<file path="src/rtl/sensors_filter.sv">
// sensors_filter
// Averages the readings of opposite sensor pairs into a height estimate,
// then smooths successive estimates with a DEPTH-entry moving average.
// A pair is usable only when both of its sensors read nonzero; a sample
// with no usable pair is reported as a sensor error and leaves the
// filter untouched.
//
// Ports:
//   clk        - single clock, all state updates on its rising edge
//   rst_n      - asynchronous active-low reset
//   in_valid   - a sample is offered on sensors
//   in_ready   - block is idle and will take a sample this cycle
//   sensors    - flat vector, sensor i at [i*WIDTH +: WIDTH]
//   win_clr    - restart the moving-average window at the next stored sample
//   height     - filtered height, registered
//   out_valid  - one-cycle pulse: a result (or an error) is ready
//   sensor_err - qualifies out_valid: the sample had no usable pair
module sensors_filter #(
  parameter int WIDTH    = 8,
  parameter int NUM_SENS = 4,
  parameter int DEPTH    = 4
) (
  input  logic                      clk,
  input  logic                      rst_n,
  input  logic                      in_valid,
  output logic                      in_ready,
  input  logic [NUM_SENS*WIDTH-1:0] sensors,
  input  logic                      win_clr,
  output logic [WIDTH-1:0]          height,
  output logic                      out_valid,
  output logic                      sensor_err
);

  localparam int HALF = NUM_SENS / 2;
  localparam int SL   = $clog2(NUM_SENS);
  localparam int SSW  = WIDTH + SL;        // pair-sum width
  localparam int SW   = SSW + 1;           // dividend / quotient width
  localparam int CW   = SL + 1;            // sensor count width
  localparam int DW   = CW + 1;            // divisor width
  localparam int LD   = $clog2(DEPTH);
  localparam int AW   = WIDTH + LD;        // window sum width
  localparam int CNTW = $clog2(SW + 1);

  typedef enum logic [1:0] {IDLE, SUM, DIV, FILT} state_t;

  state_t                      state_reg;
  logic                        in_ready_reg;
  logic                        out_valid_reg;
  logic                        err_reg;
  logic [WIDTH-1:0]            height_reg;
  logic [NUM_SENS*WIDTH-1:0]   sample_reg;
  logic [SW:0]                 rem_reg;
  logic [SW-1:0]               quo_reg;
  logic [DW-1:0]               d_reg;
  logic [CNTW-1:0]             cnt_reg;
  logic                        preload_reg;
  logic [AW-1:0]               win_sum_reg;
  logic [WIDTH-1:0]            win_reg [DEPTH];

  // Pair qualification and summation on the latched sample.
  logic [SSW-1:0] sum_c;
  logic [CW-1:0]  cnt_c;
  logic [WIDTH-1:0] a_c, b_c;
  always_comb begin
    sum_c = '0;
    cnt_c = '0;
    a_c   = '0;
    b_c   = '0;
    for (int i = 0; i < HALF; i++) begin
      a_c = sample_reg[i*WIDTH +: WIDTH];
      b_c = sample_reg[(i+HALF)*WIDTH +: WIDTH];
      if (a_c != '0 && b_c != '0) begin
        sum_c = sum_c + SSW'(a_c) + SSW'(b_c);
        cnt_c = cnt_c + CW'(2);
      end
    end
  end

  // (2S + C) / (2C) is S/C rounded half-up with integer arithmetic.
  logic [SW-1:0] n_c;
  logic [DW-1:0] d_c;
  assign n_c = {sum_c, 1'b0} + SW'(cnt_c);
  assign d_c = {cnt_c, 1'b0};

  // Restoring division step: the dividend shifts out of quo_reg's MSB
  // into the partial remainder while quotient bits shift in at the LSB.
  logic [SW:0]   trial_c;
  logic          take_c;
  logic [SW:0]   rem_next;
  logic [SW-1:0] quo_next;
  assign trial_c  = {rem_reg[SW-1:0], quo_reg[SW-1]};
  assign take_c   = trial_c >= (SW+1)'(d_reg);
  assign rem_next = take_c ? trial_c - (SW+1)'(d_reg) : trial_c;
  assign quo_next = {quo_reg[SW-2:0], take_c};

  // Window update. A win_clr arriving on the FILT edge itself still
  // applies to the sample being filtered.
  logic [WIDTH-1:0] q_w;
  logic             preload_now;
  logic [AW-1:0]    win_sum_next;
  logic [AW:0]      round_c;
  assign q_w          = quo_reg[WIDTH-1:0];
  assign preload_now  = preload_reg | win_clr;
  assign win_sum_next = preload_now ? (AW'(q_w) << LD)
                                    : win_sum_reg - AW'(win_reg[DEPTH-1]) + AW'(q_w);
  assign round_c      = ({1'b0, win_sum_next} + (AW+1)'(DEPTH/2)) >> LD;

  always_ff @(posedge clk or negedge rst_n) begin
    if (!rst_n) begin
      state_reg     <= IDLE;
      in_ready_reg  <= 1'b1;
      out_valid_reg <= 1'b0;
      err_reg       <= 1'b0;
      height_reg    <= '0;
      sample_reg    <= '0;
      rem_reg       <= '0;
      quo_reg       <= '0;
      d_reg         <= '0;
      cnt_reg       <= '0;
      preload_reg   <= 1'b1;
      win_sum_reg   <= '0;
    end else begin
      out_valid_reg <= 1'b0;
      err_reg       <= 1'b0;
      if (win_clr) preload_reg <= 1'b1;
      case (state_reg)
        IDLE: begin
          if (in_valid) begin
            sample_reg   <= sensors;
            in_ready_reg <= 1'b0;
            state_reg    <= SUM;
          end
        end
        SUM: begin
          if (cnt_c == '0) begin
            // Error: window, height and pending preload stay as they are.
            out_valid_reg <= 1'b1;
            err_reg       <= 1'b1;
            in_ready_reg  <= 1'b1;
            state_reg     <= IDLE;
          end else begin
            rem_reg   <= '0;
            quo_reg   <= n_c;
            d_reg     <= d_c;
            cnt_reg   <= '0;
            state_reg <= DIV;
          end
        end
        DIV: begin
          rem_reg <= rem_next;
          quo_reg <= quo_next;
          cnt_reg <= cnt_reg + CNTW'(1);
          if (cnt_reg == CNTW'(SW-1)) state_reg <= FILT;
        end
        FILT: begin
          win_sum_reg   <= win_sum_next;
          height_reg    <= round_c[WIDTH-1:0];
          preload_reg   <= 1'b0;
          out_valid_reg <= 1'b1;
          in_ready_reg  <= 1'b1;
          state_reg     <= IDLE;
        end
        default: state_reg <= IDLE;
      endcase
    end
  end

  // Window entries: entry 0 is the newest quotient.
  generate
    for (genvar gi = 0; gi < DEPTH; gi++) begin : g_win
      always_ff @(posedge clk or negedge rst_n) begin
        if (!rst_n) begin
          win_reg[gi] <= '0;
        end else if (state_reg == FILT) begin
          if (preload_now) begin
            win_reg[gi] <= q_w;
          end else begin
            if (gi == 0) win_reg[gi] <= q_w;
            else         win_reg[gi] <= win_reg[(gi == 0) ? 0 : gi-1];
          end
        end
      end
    end
  endgenerate

  assign in_ready   = in_ready_reg;
  assign height     = height_reg;
  assign out_valid  = out_valid_reg;
  assign sensor_err = err_reg;

endmodule

</file>
<file path="config.mk">
export PLATFORM = sky130hd
export DESIGN_NAME = sensors_filter
export DESIGN_NICKNAME = d
export VERILOG_FILES = /design/src/rtl/sensors_filter.sv
export SDC_FILE = /design/constraint.sdc
export NUM_CORES = 1
export LEC_CHECK = 0
export ABC_CLOCK_PERIOD_IN_PS = 4720
export BUFFER_PORTS_ARGS = -buffer_cell sky130_fd_sc_hd__buf_2
export CAP_MARGIN = 20
export CORE_ASPECT_RATIO = 0.75
export CORE_MARGIN = 4
export CORE_UTILIZATION = 61
export DETAILED_ROUTE_END_ITERATION = 12
export PLACE_DENSITY = 0.84
export SYNTH_ARGS = -nofsm -noshare
export SYNTH_HDL_FRONTEND = slang
export SYNTH_SLANG_ARGS = --single-unit
</file>
<file path="constraint.sdc">
create_clock -name clk -period 4.72 [get_ports clk]
set_input_delay 0.472 -clock clk [delete_from_list [all_inputs] [get_ports clk]]
set_output_delay 0.472 -clock clk [all_outputs]
set_load 0.02 [all_outputs]
</file>
==> results of run 1 <==
==> critical path, delay by kind of cell (launching register included) <==
family | cells | cell delay [ns]
flops | 1 | 0.40
xor+xnor | 2 | 0.34
simple gates | 4 | 1.06
fa+ha+maj | 4 | 1.49
buf+inv | 1 | 0.04
compound gates | 5 | 1.01
==> cell type report <==
| class | instances | share of cell area (%) |
|---|---|---|
| clock inverters | 14 | 2.200 |
| flip-flops and latches | 116 | 36.22 |
| inverters | 80 | 3.744 |
| clock buffers | 18 | 5.476 |
| multi-input cells | 491 | 46.33 |
| well taps | 140 | 2.184 |
| repair buffers | 53 | 3.838 |
==> cells in the final DEF, fill, tap and decap left out, drive strengths merged, types with 7 or more instances in the layout <==
cell    count
and3        8
xor2       17
mux2i       7
nor4       14
a21oi      73
ha         40
fa         20
inv        82
buf        52
nor2       57
xnor2      14
mux2       49
or2         7
and2        7
clkbuf     18
nor3        7
o21ai      47
nand2      37
dfrtp     114
nand3      14
==> routing by layer <==
| layer | up-vias | track usage, % |
|---|---|---|
| li1 | 2558 | - |
| met1 | 2691 | 32.33 |
| met2 | 168 | 40.59 |
| met3 | 29 | 6.138 |
| met4 | 0 | 9.040 |
| met5 | - | 0 |
==> per-stage QoR <==
step                      instance area (um2)  std cells
after global placement                   7367        878
after detailed placement                 7367        878
final                                    8020        912
after CTS                                7983        910
after global routing                     8020        912
after floorplan                          7013        711
==> cells by family (layout without fill, tap and decap cells) <==
group | after synthesis | in the layout | synth area share [%]
mux | 56 | 56 | 8.867
simple gates | 173 | 173 | 12.38
buf+inv | 104 | 165 | 5.673
flops | 116 | 116 | 41.43
fa+ha+maj | 60 | 60 | 12.85
compound gates | 171 | 171 | 14.93
xor+xnor | 31 | 31 | 3.872
==> final timing paths <==
| check | start | to | slack [ns] | cells after the start |
|---|---|---|---|---|
| hold reg to reg | quo_reg[8]$_DFFE_PN0P_ | quo_reg[8]$_DFFE_PN0P_ | 0.49 | 2 |
| min in group asynchronous | rst_n | rem_reg[4]$_DFFE_PN0P_ | 0.42 | 2 |
| hold / removal | sensors[6] | sample_reg[6]$_DFFE_PN0P_ | 0.28 | 2 |
| setup / recovery | sample_reg[0]$_DFFE_PN0P_ | quo_reg[10]$_DFFE_PN0P_ | 0.27 | 16 |
| max in group asynchronous | rst_n | win_reg[11]$_DFFE_PN0P_ | 3.18 | 4 |
| setup reg to reg | sample_reg[0]$_DFFE_PN0P_ | quo_reg[10]$_DFFE_PN0P_ | 0.27 | 16 |
==> results.txt, run 1 <==
Post-CTS Resized: 0
First-pass DRT Iterations: 5
Worst path slowest cell: fa_1
Status: completed
Row Count: 33
Mapped Cells: 711
Setup slack after placement: 0.3811 ns
Hold Crit Class: primary input to register
Yosys reg bits: 116
Worst-Skew Late Latency: 0.42 ns
Nets: 855
Initial antenna violation count: 0
CTS tree: built
Sink Count: 116
Ant diodes: 0
Tightest hold margin: 0.2821 ns
WL met3: 874 um
Synth Net Count: 807
Reg area: 0.002905 mm2
Clock skew: 0.009655 ns
Worst-Margin Slew: 0.9920 ns
Total setup buffers inserted after CTS: 0
GP Congestion: 0.8835
Total grt overflow: 0
All-Layer GR Usage: 24.70%
Post-synth top cells: dfrtp_1, inv_1, a21oi_1, nor2_1, mux2_2
Die Ht: 100.9 um
Number of global-route vias before repair: 5484
WL met1: 6.758 mm
RSZ-0062 raised after global routing: false
Tcrit/Tclk final: 94.27%
Core Footprint: 0.01107 mm2
Count leader, synth: dfrtp_1
Top_reg_cell synth: dfrtp_1
WL final: 15.41 mm
Initial DRC count: 348
Area share of the largest cell type after synthesis: 40.68%
Area occupied by multi-input gates: 0.003716 mm2
Clk slew on worst S/H paths: 0.06 ns
Cell area after synthesis: 0.007013 mm2
CTS H-tree depth: 4
Cell accounting for the most synthesized area: dfrtp_1
Crit path max fanout: 5
Ys async rst share: 100.0%
Worst path cell trace: ha_1, fa_1, a211oi_2, o21ai_0, or2_2, fa_1, inv_1, ha_1, nand3_1, o2111ai_1, xor2_1, a32oi_1, or2_4, nor4_2, xnor2_1, o21ai_1
WL met2: 7.481 mm
First-pass GRT wire length: 26.13 mm
Post-synth EDFFs: 0
Setup ws final: 0.2706 ns
Syn_area_per_cell: 9.864 um2
Max layer used: met4
Filler cells: 749
Clk root buf: clkbuf_16
Pin count of the biggest net entering global routing: 80
Maximum capacitance violations: 0
Area Growth Syn to Fin: 14.36%
Sequential element share of the synthesized area: 41.43%
Crit path time final: 4.449 ns
Drt wl/cell: 16.90 um
Via count: 5446
Crit path launch type: register
Core Util, Final: 72.48%
HPWL after DPL: 10.71 mm
Die X: 131.8 um
CTS Buffer Depth: 2
Final Max Tran Viols: 0
Via density per instance: 5.971
I/O pin total: 47
Hold-fix buffers, CTS: 0
Setup TNS: 0 ns
Yosys warnings: 0
Num CTS Buffers: 17
Synth area leaders: dfrtp_1, mux2_2, ha_1, fa_1, a21oi_1
Worst Setup End Kind: register
Worst rel slew slack: 33.79%
ANT nets after route: 0
Maximum clock rate: 0.2247 GHz
Synth unique cells: 63
Port bufs: 46
DRC viols: 0
Final setup viols: 0
CP max stage delay: 0.48 ns
Critical Path RT: 5.01 ns
Hold Fails Final Rpt: 0
Share of cells above drive strength 1: 20.34%
Die ar.: 0.01329 mm2
Critical path arrival: 4.74 ns
Setup CP Type: register to register
Initial Util: 63.38%
Power of run 1 is left out: the tool's default activity adds up to more than one toggle a clock period on the data nets, which glitch-free logic cannot reach.
==> inputs of run 2 (changes only) <==
--- a/config.mk
+++ b/config.mk
@@ -11,8 +11,10 @@
 export CORE_ASPECT_RATIO = 0.75
 export CORE_MARGIN = 4
 export CORE_UTILIZATION = 61
+export CTS_BUF_LIST = sky130_fd_sc_hd__clkbuf_16
 export DETAILED_ROUTE_END_ITERATION = 12
 export PLACE_DENSITY = 0.84
+export REMOVE_ABC_BUFFERS = 1
 export SYNTH_ARGS = -nofsm -noshare
 export SYNTH_HDL_FRONTEND = slang
 export SYNTH_SLANG_ARGS = --single-unit
==> results.txt, run 2 (same netlist as run 1, synthesis figures left out) <==
Clock skew: 0.007327 ns (was 0.009655 ns)
Total setup buffers inserted after CTS: 0 (unchanged)
GR met1 Demand/Resource: 32.43% (was 32.33%)
Worst Setup End Kind: register (unchanged)
Worst path slowest cell: fa_1 (unchanged)
GP Congestion: 0.8785 (was 0.8835)
Initial DRC count: 364 (was 348)
Via count: 5401 (was 5446)
CTS tree: built (unchanged)
CTS Buffer Depth: 2 (unchanged)
Area Growth Syn to Fin: 13.79% (was 14.36%)
Total grt overflow: 0 (unchanged)
Final Max Tran Viols: 0 (unchanged)
Row Count: 33 (unchanged)
ANT nets after route: 0 (unchanged)
Sink Count: 116 (unchanged)
Most frequent cells in the layout: dfrtp_1, inv_1, a21oi_1 (unchanged)
Status: completed (unchanged)
Pin count of the biggest net entering global routing: 73 (was 80)
Die Ht: 100.9 um (unchanged)
Worst rel slew slack: 39.32% (was 33.79%)
Setup CP Type: register to register (unchanged)
CP startpoint: sample_reg[0]$_DFFE_PN0P_ (unchanged)
CTS H-tree depth: 4 (unchanged)
First-pass DRT Iterations: 5 (unchanged)
Met2 usage: 41.82% (was 40.59%)
Worst-Skew Late Latency: 0.41 ns (was 0.42 ns)
RSZ-0062 raised after global routing: false (unchanged)
Share of cells above drive strength 1: 19.35% (was 20.34%)
R2r startpoint: sample_reg[0]$_DFFE_PN0P_ (unchanged)
WL final: 15.52 mm (was 15.41 mm)
Hold Fails Final Rpt: 0 (unchanged)
Ant diodes: 0 (unchanged)
Via density per instance: 5.935 (was 5.971)
Most Crowded Layer GR: met2 (unchanged)
Post-CTS Resized: 0 (unchanged)
GR met3 Demand/Resource: 5.190% (was 6.138%)
Clk root buf: clkbuf_16 (unchanged)
Num CTS Buffers: 17 (unchanged)
Worst-Margin Slew: 0.9102 ns (was 0.9920 ns)
Port bufs: 46 (unchanged)
Tcrit/Tclk final: 92.13% (was 94.27%)
Initial antenna violation count: 0 (unchanged)
DRC viols: 0 (unchanged)
Buf/Inv on CP: 1 (unchanged)
Number of global-route vias before repair: 5526 (was 5484)
Critical path arrival: 4.64 ns (was 4.74 ns)
Hold Crit Class: primary input to asynchronous set/reset pin (was primary input to register)
Final setup viols: 0 (unchanged)
Core Footprint: 0.01107 mm2 (unchanged)
Most common cell after layout, fill and taps aside: dfrtp_1 (unchanged)
Hold-fix buffers, CTS: 0 (unchanged)
Initial Util: 63.38% (unchanged)
Die ar.: 0.01329 mm2 (unchanged)
Die X: 131.8 um (unchanged)
Crit path max fanout: 5 (unchanged)
Crit path launch type: register (unchanged)
Maximum capacitance violations: 0 (unchanged)
First-pass GRT wire length: 26.69 mm (was 26.13 mm)
Nets: 853 (was 855)
Clk slew on worst S/H paths: 0.05 ns (was 0.06 ns)
Worst path top cell family by delay: adder cells (unchanged)
I/O pin total: 47 (unchanged)
Setup TNS: 0 ns (unchanged)
Critical Path RT: 5.01 ns (about the same)
CP max stage delay: 0.49 ns (was 0.48 ns)
Worst path cell trace: ha_1, fa_1, a211oi_4, o21ai_1, or2_2, fa_1, inv_1, ha_1, nand3_1, o2111ai_1, xor2_1, a32oi_1, or2_4, nor4_2, xnor2_1, o21ai_1 (was ha_1, fa_1, a211oi_2, o21ai_0, or2_2, fa_1, inv_1, ha_1, nand3_1, o2111ai_1, xor2_1, a32oi_1, or2_4, nor4_2, xnor2_1, o21ai_1)
Crit path time final: 4.349 ns (was 4.449 ns)
HPWL after DPL: 10.75 mm (was 10.71 mm)
Maximum clock rate: 0.2300 GHz (was 0.2247 GHz)
All-Layer GR Usage: 24.98% (was 24.70%)
Drt wl/cell: 17.05 um (was 16.90 um)
==> run 2: worst paths after layout <==
check,endpoint,cells past startpoint,slack (ns)
max,quo_reg[10]$_DFFE_PN0P_,16,0.37
min,sample_reg[2]$_DFFE_PN0P_,1,0.21
max reg2reg,quo_reg[10]$_DFFE_PN0P_,16,0.37
min reg2reg,rem_reg[10]$_DFFE_PN0P_,2,0.49
max in group asynchronous,quo_reg[0]$_DFFE_PN0P_,2,3.38
min in group clk,sample_reg[2]$_DFFE_PN0P_,2,0.29
==> run 2: per-layer routing <==
metal | vias to the layer above | share of wire [%]
met5 | - | 0
met4 | 0 | 2.1
met2 | 182 | 49
li1 | 2558 | -
met1 | 2625 | 45
met3 | 36 | 4.7
==> run 2: through the flow <==
stage	hold slack (ns)	cells	worst slack (ns)	utilization (%)	instance area, um2
floorplan	0.1764	687	0.6955	-	6915
detailed placement	0.4814	877	0.3463	66.51	7360
global placement	0.4687	877	0.4580	66.51	7360
finish	0.2100	910	0.3714	72.12	7980
CTS	0.2341	909	0.3143	71.91	7958
global route	0.2849	910	0.06131	72.12	7980
==> run 2: worst register-to-register path, stage by stage, from the launching register on <==
cell,delay (ns)
dfrtp_1,0.40
ha_1,0.24
fa_1,0.45
a211oi_4,0.29
o21ai_1,0.15
or2_2,0.34
fa_1,0.49
inv_1,0.04
ha_1,0.37
nand3_1,0.14
o2111ai_1,0.23
xor2_1,0.16
a32oi_1,0.10
or2_4,0.29
nor4_2,0.29
xnor2_1,0.15
o21ai_1,0.07
==> run 2: layout make-up <==
class                      count  area, um2
inverter                      80      300.3
clock buffer                  17      425.4
fill                         790       3085
clock inverter                15      172.7
sequential                   116       2905
tap                          140      175.2
multi-input combinational    491       3724
timing repair buffer          51      277.8
Power of run 2 is left out for the same reason.
